--- src/rtl/axi_stream_using_fifos.sv ---
// axi_stream_using_fifos: two-operand stream adder. Operand streams a and b
// are each buffered in a FIFO; when both heads exist and the sum FIFO has
// room, the heads are popped together and their modulo-2^width sum is pushed
// into the sum FIFO, which drives the sum stream.
// Optional macro AXI_STREAM_USING_FIFOS_ASSERT_EN compiles simulation-only
// immediate assertions (overflow, underflow, occupancy, sum_valid hold).

// Synchronous FIFO with separate read/write pointers and an occupancy count.
// The caller gates push with !full and pop with !empty.
module axi_stream_using_fifos_fifo #(
    parameter int WIDTH = 4,
    parameter int DEPTH = 4
) (
    input  logic             clk,
    input  logic             rst,
    input  logic             push,
    input  logic [WIDTH-1:0] wdata,
    input  logic             pop,
    output logic [WIDTH-1:0] head,
    output logic             full,
    output logic             empty
);
    localparam int PW = $clog2(DEPTH);
    localparam int CW = $clog2(DEPTH + 1);

    logic [WIDTH-1:0] mem [DEPTH];
    logic [PW-1:0]    rd_ptr;
    logic [PW-1:0]    wr_ptr;
    logic [CW-1:0]    count;

    assign full  = (count == CW'(DEPTH));
    assign empty = (count == '0);
    assign head  = mem[rd_ptr];

    // Storage write, pointer advance with wrap at DEPTH-1, occupancy tracking.
    always_ff @(posedge clk) begin
        if (rst) begin
            rd_ptr <= '0;
            wr_ptr <= '0;
            count  <= '0;
            for (int i = 0; i < DEPTH; i++) mem[i] <= '0;
        end else begin
            if (push) begin
                mem[wr_ptr] <= wdata;
                wr_ptr      <= (wr_ptr == PW'(DEPTH - 1)) ? '0 : wr_ptr + PW'(1);
            end
            if (pop)
                rd_ptr <= (rd_ptr == PW'(DEPTH - 1)) ? '0 : rd_ptr + PW'(1);
            case ({push, pop})
                2'b10:   count <= count + CW'(1);
                2'b01:   count <= count - CW'(1);
                default: count <= count;
            endcase
        end
    end

`ifdef AXI_STREAM_USING_FIFOS_ASSERT_EN
    // Simulation-only sanity checks on every non-reset edge.
    always @(posedge clk) begin
        if (!rst) begin
            assert (!(push && full))  else $error("fifo: push while full");
            assert (!(pop && empty))  else $error("fifo: pop while empty");
            assert (count <= CW'(DEPTH)) else $error("fifo: occupancy %0d exceeds depth", count);
        end
    end
`endif
endmodule

module axi_stream_using_fifos #(
    parameter int width = 4,
    parameter int depth = 4
) (
    input  logic             clk,
    input  logic             rst,
    input  logic             a_valid,
    output logic             a_ready,
    input  logic [width-1:0] a_data,
    input  logic             b_valid,
    output logic             b_ready,
    input  logic [width-1:0] b_data,
    output logic             sum_valid,
    input  logic             sum_ready,
    output logic [width-1:0] sum_data
);
    logic [width-1:0] fa_head, fb_head, fs_head, pair_sum;
    logic             fa_full, fa_empty, fb_full, fb_empty, fs_full, fs_empty;
    logic             a_push, b_push, xfer, s_pop;

    // Readies come straight from registered occupancy: a full FIFO refuses
    // even when it is being popped in the same cycle.
    assign a_ready   = !fa_full;
    assign b_ready   = !fb_full;
    assign a_push    = a_valid && a_ready;
    assign b_push    = b_valid && b_ready;
    assign xfer      = !fa_empty && !fb_empty && !fs_full;
    assign pair_sum  = fa_head + fb_head;  // carry intentionally dropped
    assign sum_valid = !fs_empty;
    assign sum_data  = fs_head;
    assign s_pop     = sum_valid && sum_ready;

    axi_stream_using_fifos_fifo #(.WIDTH(width), .DEPTH(depth)) fa (
        .clk(clk), .rst(rst), .push(a_push), .wdata(a_data), .pop(xfer),
        .head(fa_head), .full(fa_full), .empty(fa_empty)
    );

    axi_stream_using_fifos_fifo #(.WIDTH(width), .DEPTH(depth)) fb (
        .clk(clk), .rst(rst), .push(b_push), .wdata(b_data), .pop(xfer),
        .head(fb_head), .full(fb_full), .empty(fb_empty)
    );

    axi_stream_using_fifos_fifo #(.WIDTH(width), .DEPTH(depth)) fs (
        .clk(clk), .rst(rst), .push(xfer), .wdata(pair_sum), .pop(s_pop),
        .head(fs_head), .full(fs_full), .empty(fs_empty)
    );

`ifdef AXI_STREAM_USING_FIFOS_ASSERT_EN
    logic sum_pending;

    // An offered but unaccepted sum must still be offered on the next cycle.
    always_ff @(posedge clk) begin
        if (rst) begin
            sum_pending <= 1'b0;
        end else begin
            assert (!sum_pending || sum_valid) else $error("sum_valid dropped before accept");
            sum_pending <= sum_valid && !sum_ready;
        end
    end
`endif
endmodule

--- config.mk ---
export PLATFORM = sky130hd
export DESIGN_NAME = axi_stream_using_fifos
export DESIGN_NICKNAME = d
export VERILOG_FILES = /design/src/rtl/axi_stream_using_fifos.sv
export SDC_FILE = /design/constraint.sdc
export NUM_CORES = 1
export LEC_CHECK = 0
export ABC_CLOCK_PERIOD_IN_PS = 3410
export CORE_MARGIN = 4
export CORE_UTILIZATION = 59
export DETAILED_ROUTE_END_ITERATION = 8
export PLACE_DENSITY = 0.85
export SYNTH_ARGS = -nofsm -noshare
export SYNTH_HDL_FRONTEND = slang
export SYNTH_HIERARCHICAL = 1
export SYNTH_SLANG_ARGS = --single-unit
--- constraint.sdc ---
create_clock -name clk -period 3.41 [get_ports clk]
set_clock_uncertainty 0.15 [all_clocks]
set_input_delay 1.023 -clock clk [delete_from_list [all_inputs] [get_ports clk]]
set_output_delay 1.023 -clock clk [all_outputs]
set_load 0.05 [all_outputs]
======== Word-level counts from Yosys, hierarchy flattened ========
Memory sizes are Yosys's and may differ from the RTL's. A register that Yosys moved wholly into a read port is not among the register bits.
Index checks and enable logic that the tools add are counted.
word-level totals
  flip-flop bits (word level) ............. 21
  output and inout bits ................... 7
  bits in writable memories ............... 48
  memories ................................ 3
  input port bits ......................... 13
memories
  name    words  bits a word  rd ports  clocked after Yosys merged registers in  write ports  line  text
  fa.mem  4      4            1         1                                        4            26    logic [WIDTH-1:0] mem [DEPTH];
  fb.mem  4      4            1         1                                        4            26
  fs.mem  4      4            1         1                                        4            26
operators by class
  reduce and logical (&&, ||, !) cells .... 20
  add/subtract/negate cells ............... 13
  eq/ne operators ......................... 15
  multiplexer cells ....................... 35
operator list
  operator                                          number
  two-way mux 2 bit                                 15
  == test 2 bit, second input constant              9
  one-hot mux 3 bit (2 select lines)                3
  two-way mux 1 bit                                 14
  adder 2 x 1 -> 2 bit, second input constant       6
  two-way mux 4 bit                                 3
  OR reduction 4 bit                                3
  adder 3 x 1 -> 3 bit, second input constant       3
  == test 3 bit, second input constant              3
  zero test 3 bit                                   3
  subtractor 3 x 1 -> 3 bit, second input constant  3
  == test 2 x 1 -> 1 bit, second input constant     3
  zero test 1 bit                                   6
  nonzero test 2 bit                                3
  logical AND 1 bit                                 5
  adder 4 bit                                       1

======== Depth between registers and ports, before layout ========
  word-level depth ........................ 9
  depth in mapped cells ................... 10
  mapped depth without buffers ............ 10

======== Modules after synthesis ========
Netlist, hierarchy kept.
modules (own cells, without submodules)
  module                       seq. area each (µm²)  cells each  instances  area an instance (µm²)
  axi_stream_using_fifos_fifo  660.6                 86          3          1139.8
  axi_stream_using_fifos       0.0                   16          1          135.1

======== Least setup slack after synthesis ========
OpenSTA, ideal clock, no wires.
  path type ............................... register to register
  start ................................... reg fs.count[0]
  end ..................................... reg fa.count[2]
  setup time .............................. 0.066 ns
  period minus slack after synthesis ...... 2.961 ns
  data required time ...................... 3.194 ns
  path slack .............................. 0.449 ns
  arrival ................................. 2.745 ns
  cell stages (with the launch flop) ...... 10
  cells stage by stage .................... dfxtp_1 > inv_1 > and3_1 > nor3_1 > ha_1 > inv_1 > fa_1 > xor2_1 > or3_1 > a21oi_2
on the way
  cells in the longest elaborated chain, start to end .. 5
ends and longest elaborated chain
  element                                                                   line  text
  start: declaration                                                        29    logic [CW-1:0] count;
  start signal: assignment                                                  50    2'b10: count <= count + CW'(1);
  start signal: assignment                                                  51    2'b01: count <= count - CW'(1);
  start signal: assignment                                                  52    default: count <= count;
  == test 3 bit (*)                                                         31    assign full = (count == CW'(DEPTH));
  named net fs_full                                                         86    logic fa_full, fa_empty, fb_full, fb_empty, fs_full, fs_empty;
  zero test 1 bit (*)                                                       95    assign xfer = !fa_empty && !fb_empty && !fs_full;
  logical AND 1 bit (*)                                                     95
  named net xfer                                                            87    logic a_push, b_push, xfer, s_pop;
  == test 2 x 1 -> 1 bit or == test 2 bit (tied branches)                   49    case ({push, pop})
  one-hot mux 3 bit (2 select lines) or nonzero test 2 bit (tied branches)  -
  end signal: assignment                                                    50
  end signal: assignment                                                    51
  end signal: assignment                                                    52
  end: declaration                                                          29
Mark *: on every way through the listed nets, which the timed path passes. The rest lies on a longest branch.
A chain may end at the register's enable or synchronous reset.

==> results by group <==
Status
  – Run status: completed

Clocking
  – Hold buffer count at CTS: 0
  – Worst skew pair latency: 350 ps
  – CTS root buffer: clkbuf_8
  – # Post-CTS Setup Buffers: 0
  – # clock sinks: 75
  – CTS Buffer Depth: 2
  – Clk slew on worst S/H paths: 70 ps
  – CTS buffer count: 9
  – CTS H-tree depth: 3
  – Post-cts resize count: 0
  – CTS tree: done

Synthesis
  – Synth Flop Type: edfxtp_1
  – Yosys warns: 6
  – Gate Count Post-Synth: 274
  – Synth area leaders: edfxtp_1 41%, dfxtp_1 15%, and2_1 8.4%
  – Avg Inst Size Synth: 12.97 sq um
  – Leading area contributor after synthesis: edfxtp_1
  – Seq cells post-synth: 75
  – Sequential area share after synthesis: 0.5576
  – Post-Syn Area: 3555 sq um
  – Ys async rst share: 0
  – Synth top area share: 0.4055
  – Number of flops mapped to enable cells by yosys: 48
  – Syn Nets: 303
  – Netlist cell types: 27

Pwr
  – Peak VDD IR: 0.0003764 V
  – Pleak: 1.550 nW
  – Reg power frac: 0.443
  – Sw Pwr: 0.9440 mW
  – PD cells: 686.7 nW/um^2
  – Clock share of power: 0.218
  – Int Power: 1.821 mW
  – Comb power frac: 0.339
  – Switching share of power: 0.3414

Final layout
  – Area grow syn2layout: 13.27%
  – Layout Cells excl Fill: 385
  – Core Util, Final: 0.6841
  – Ant. Diodes: 0
  – Fin nets: 334
  – Share of layout cells above drive strength 1: 0.1258

Critical path
  – Slowest CP cell: clkdlybuf4s50_1
  – Critical Path Sink Type: output pin
  – Startpoint types: register
  – Crit path required time: 2240 ps
  – WS Path Type: reg2out
  – Worst-path fanout max: 4
  – CP peak stage delay: 710 ps
  – Worst Path Buf+Inv: 1
  – Delay-heaviest family, CP: buffers and inverters
  – Crit path arrival time: 2130 ps
  – CP Cell Sequence: mux4_1 > clkdlybuf4s50_1

Timing
  – Setup violators final: 0
  – Setup ws final: 112.0 ps
  – Fin. Hold Viols: 0
  – TNS Setup: 0 ps
  – Clock period minus final worst setup slack: 3298 ps
  – RSZ-0062 raised after global routing: false
  – Tcrit/Tclk final: 0.9672
  – Max Slew Vio Count: 0
  – Worst-Margin Slew: 521.0 ps
  – Slew HR: 0.6519
  – Achievable Freq: 0.3032 GHz

Drt
  – Via count: 2056
  – Drc violations: 0
  – Vias per cell: 5.340
  – Final WL: 5.982 mm
  – Antenna-violating nets left: 0
  – Avg WL per Cell: 15.54 um
  – Drt first-iter violations: 88
  – First-pass iteration count of the detailed router: 4

Place
  – Dpl ws: 223.8 ps
  – Port Buffer Count: 19
  – GP Congestion: 0.7469
  – Placed insts: 369
  – Post-DP HPWL: 4.568 mm

Die
  – Starting density of the core: 0.6040
  – CORE AREA: 5886 sq um
  – # IOs: 20
  – Die area: 7331 sq um
  – Die width: 85.62 um
  – # rows: 28
  – Die span in y: 85.62 um

Global routing
  – Vias in the first global route: 2202
  – Largest net degree at the start of global routing: 35
  – First-pass GRT wire length: 10.34 mm
  – Global-route usage over all layers: 0.1886
  – GRT overflow: 0
  – Initial antenna violation count: 0

Hold path
  – Hold Path Class: reg2reg

Job
  – Max Cap Viol: 0
[Yosys cell counts, types with 3 or more instances]
cell type	number
dfxtp_1	27
edfxtp_1	48
nor2_1	27
ha_1	12
buf_2	3
nor2b_1	3
nand2_1	3
mux2i_1	9
mux4_1	6
mux4_2	6
and3_1	3
or3_1	3
inv_1	15
nand2b_1	3
inv_2	3
xor2_1	8
fa_1	4
nor3_2	9
and2_1	48
nor3_1	4
a21oi_1	6
o21ai_0	3
a21oi_2	4
o21bai_1	12
nor3b_1	3
[flip-flops by register name, indices dropped and copies added (netlist names), named ones only]
name and count:
fb/mem 16, fb/rd_ptr 2, fb/wr_ptr 2, fs/mem 16, fa/mem 16, fa/wr_ptr 2
fs/rd_ptr 2, fa/count 3, fs/wr_ptr 2, fb/count 3, fa/rd_ptr 2, fs/count 3
[per-stage QoR]
stage	power, mW	instance area, sq um	hold slack [ps]
after floorplan	1.912	3555	331.5
after global placement	2.134	3854	351.3
after detailed placement	2.183	3854	358.4
after CTS	2.786	4026	376.3
after global routing	2.942	4026	432.7
final	2.765	4026	374.9
[cell type report]
| class | count | area (sq um) |
|---|---|---|
| clock inverters | 2 | 10.01 |
| well taps | 75 | 93.84 |
| repair buffers | 23 | 220.2 |
| multi-input cells | 178 | 1490 |
| inverters | 18 | 67.56 |
| fillers | 418 | 1859 |
| clock buffers | 14 | 162.7 |
| flip-flops and latches | 75 | 1982 |
[cell families after synthesis]
logic type	after synthesis	share of synthesized area
AOI/OAI and AO/OA	26	0.04998
xor gates and xnor gates	9	0.02218
adders and majority gates	16	0.06477
buffers and inverters	21	0.02323
DFF	75	0.5575
muxes	21	0.1077
and+or+nand+nor	106	0.1746
[worst paths after layout]
path                     from           to  slack, ps  cells after the start
setup / recovery     register  sum_data[1]        110                      2
hold reg to reg   fs/count[2]  fs/count[2]        370                      2
setup reg to reg  fs/count[0]  fb/count[2]        760                     10
hold / removal    fs/count[2]  fs/count[2]        370                      2
[layer usage]
| metal | part of all wire | track usage |
|---|---|---|
| met3 | 0.025 | 0.03266 |
| met5 | 0 | 0 |
| met2 | 0.52 | 0.3263 |
| met4 | 0.029 | 0.1079 |
| met1 | 0.42 | 0.2214 |
[power groups by stage]
stage               Clock, mW  Sequential (mW)  Combinational, mW
global route            0.662             1.24               1.04
CTS                     0.615             1.23              0.945
detailed placement          0             1.24              0.939
finish                  0.603             1.22              0.938
floorplan                   0             1.21              0.702
global placement            0             1.23              0.901
[cell usage in the layout, fill, tap and decap left out, drive strengths merged]
| cell type | Yosys | routed |
|---|---|---|
| a21o | 1 | 1 |
| a21oi | 10 | 10 |
| and2 | 48 | 48 |
| and3 | 3 | 3 |
| buf | 3 | 4 |
| clkbuf | 0 | 14 |
| clkdlybuf4s50 | 0 | 19 |
| clkinv | 0 | 2 |
| dfxtp | 27 | 27 |
| edfxtp | 48 | 48 |
| fa | 4 | 4 |
| ha | 12 | 12 |
| inv | 18 | 18 |
| mux2i | 9 | 9 |
| mux4 | 12 | 12 |
| nand2 | 3 | 3 |
| nand2b | 3 | 3 |
| nor2 | 27 | 27 |
| nor2b | 3 | 3 |
| nor3 | 13 | 13 |
| nor3b | 3 | 3 |
| o21ai | 3 | 3 |
| o21bai | 12 | 12 |
| or3 | 3 | 3 |
| xnor2 | 1 | 1 |
| xor2 | 8 | 8 |
[worst min-delay path, delay by kind of cell (launching register included)]
family | cells | cell delay, ps
AOI/OAI and AO/OA | 2 | 150
DFF | 1 | 330
(Power assumes the default switching activity.)
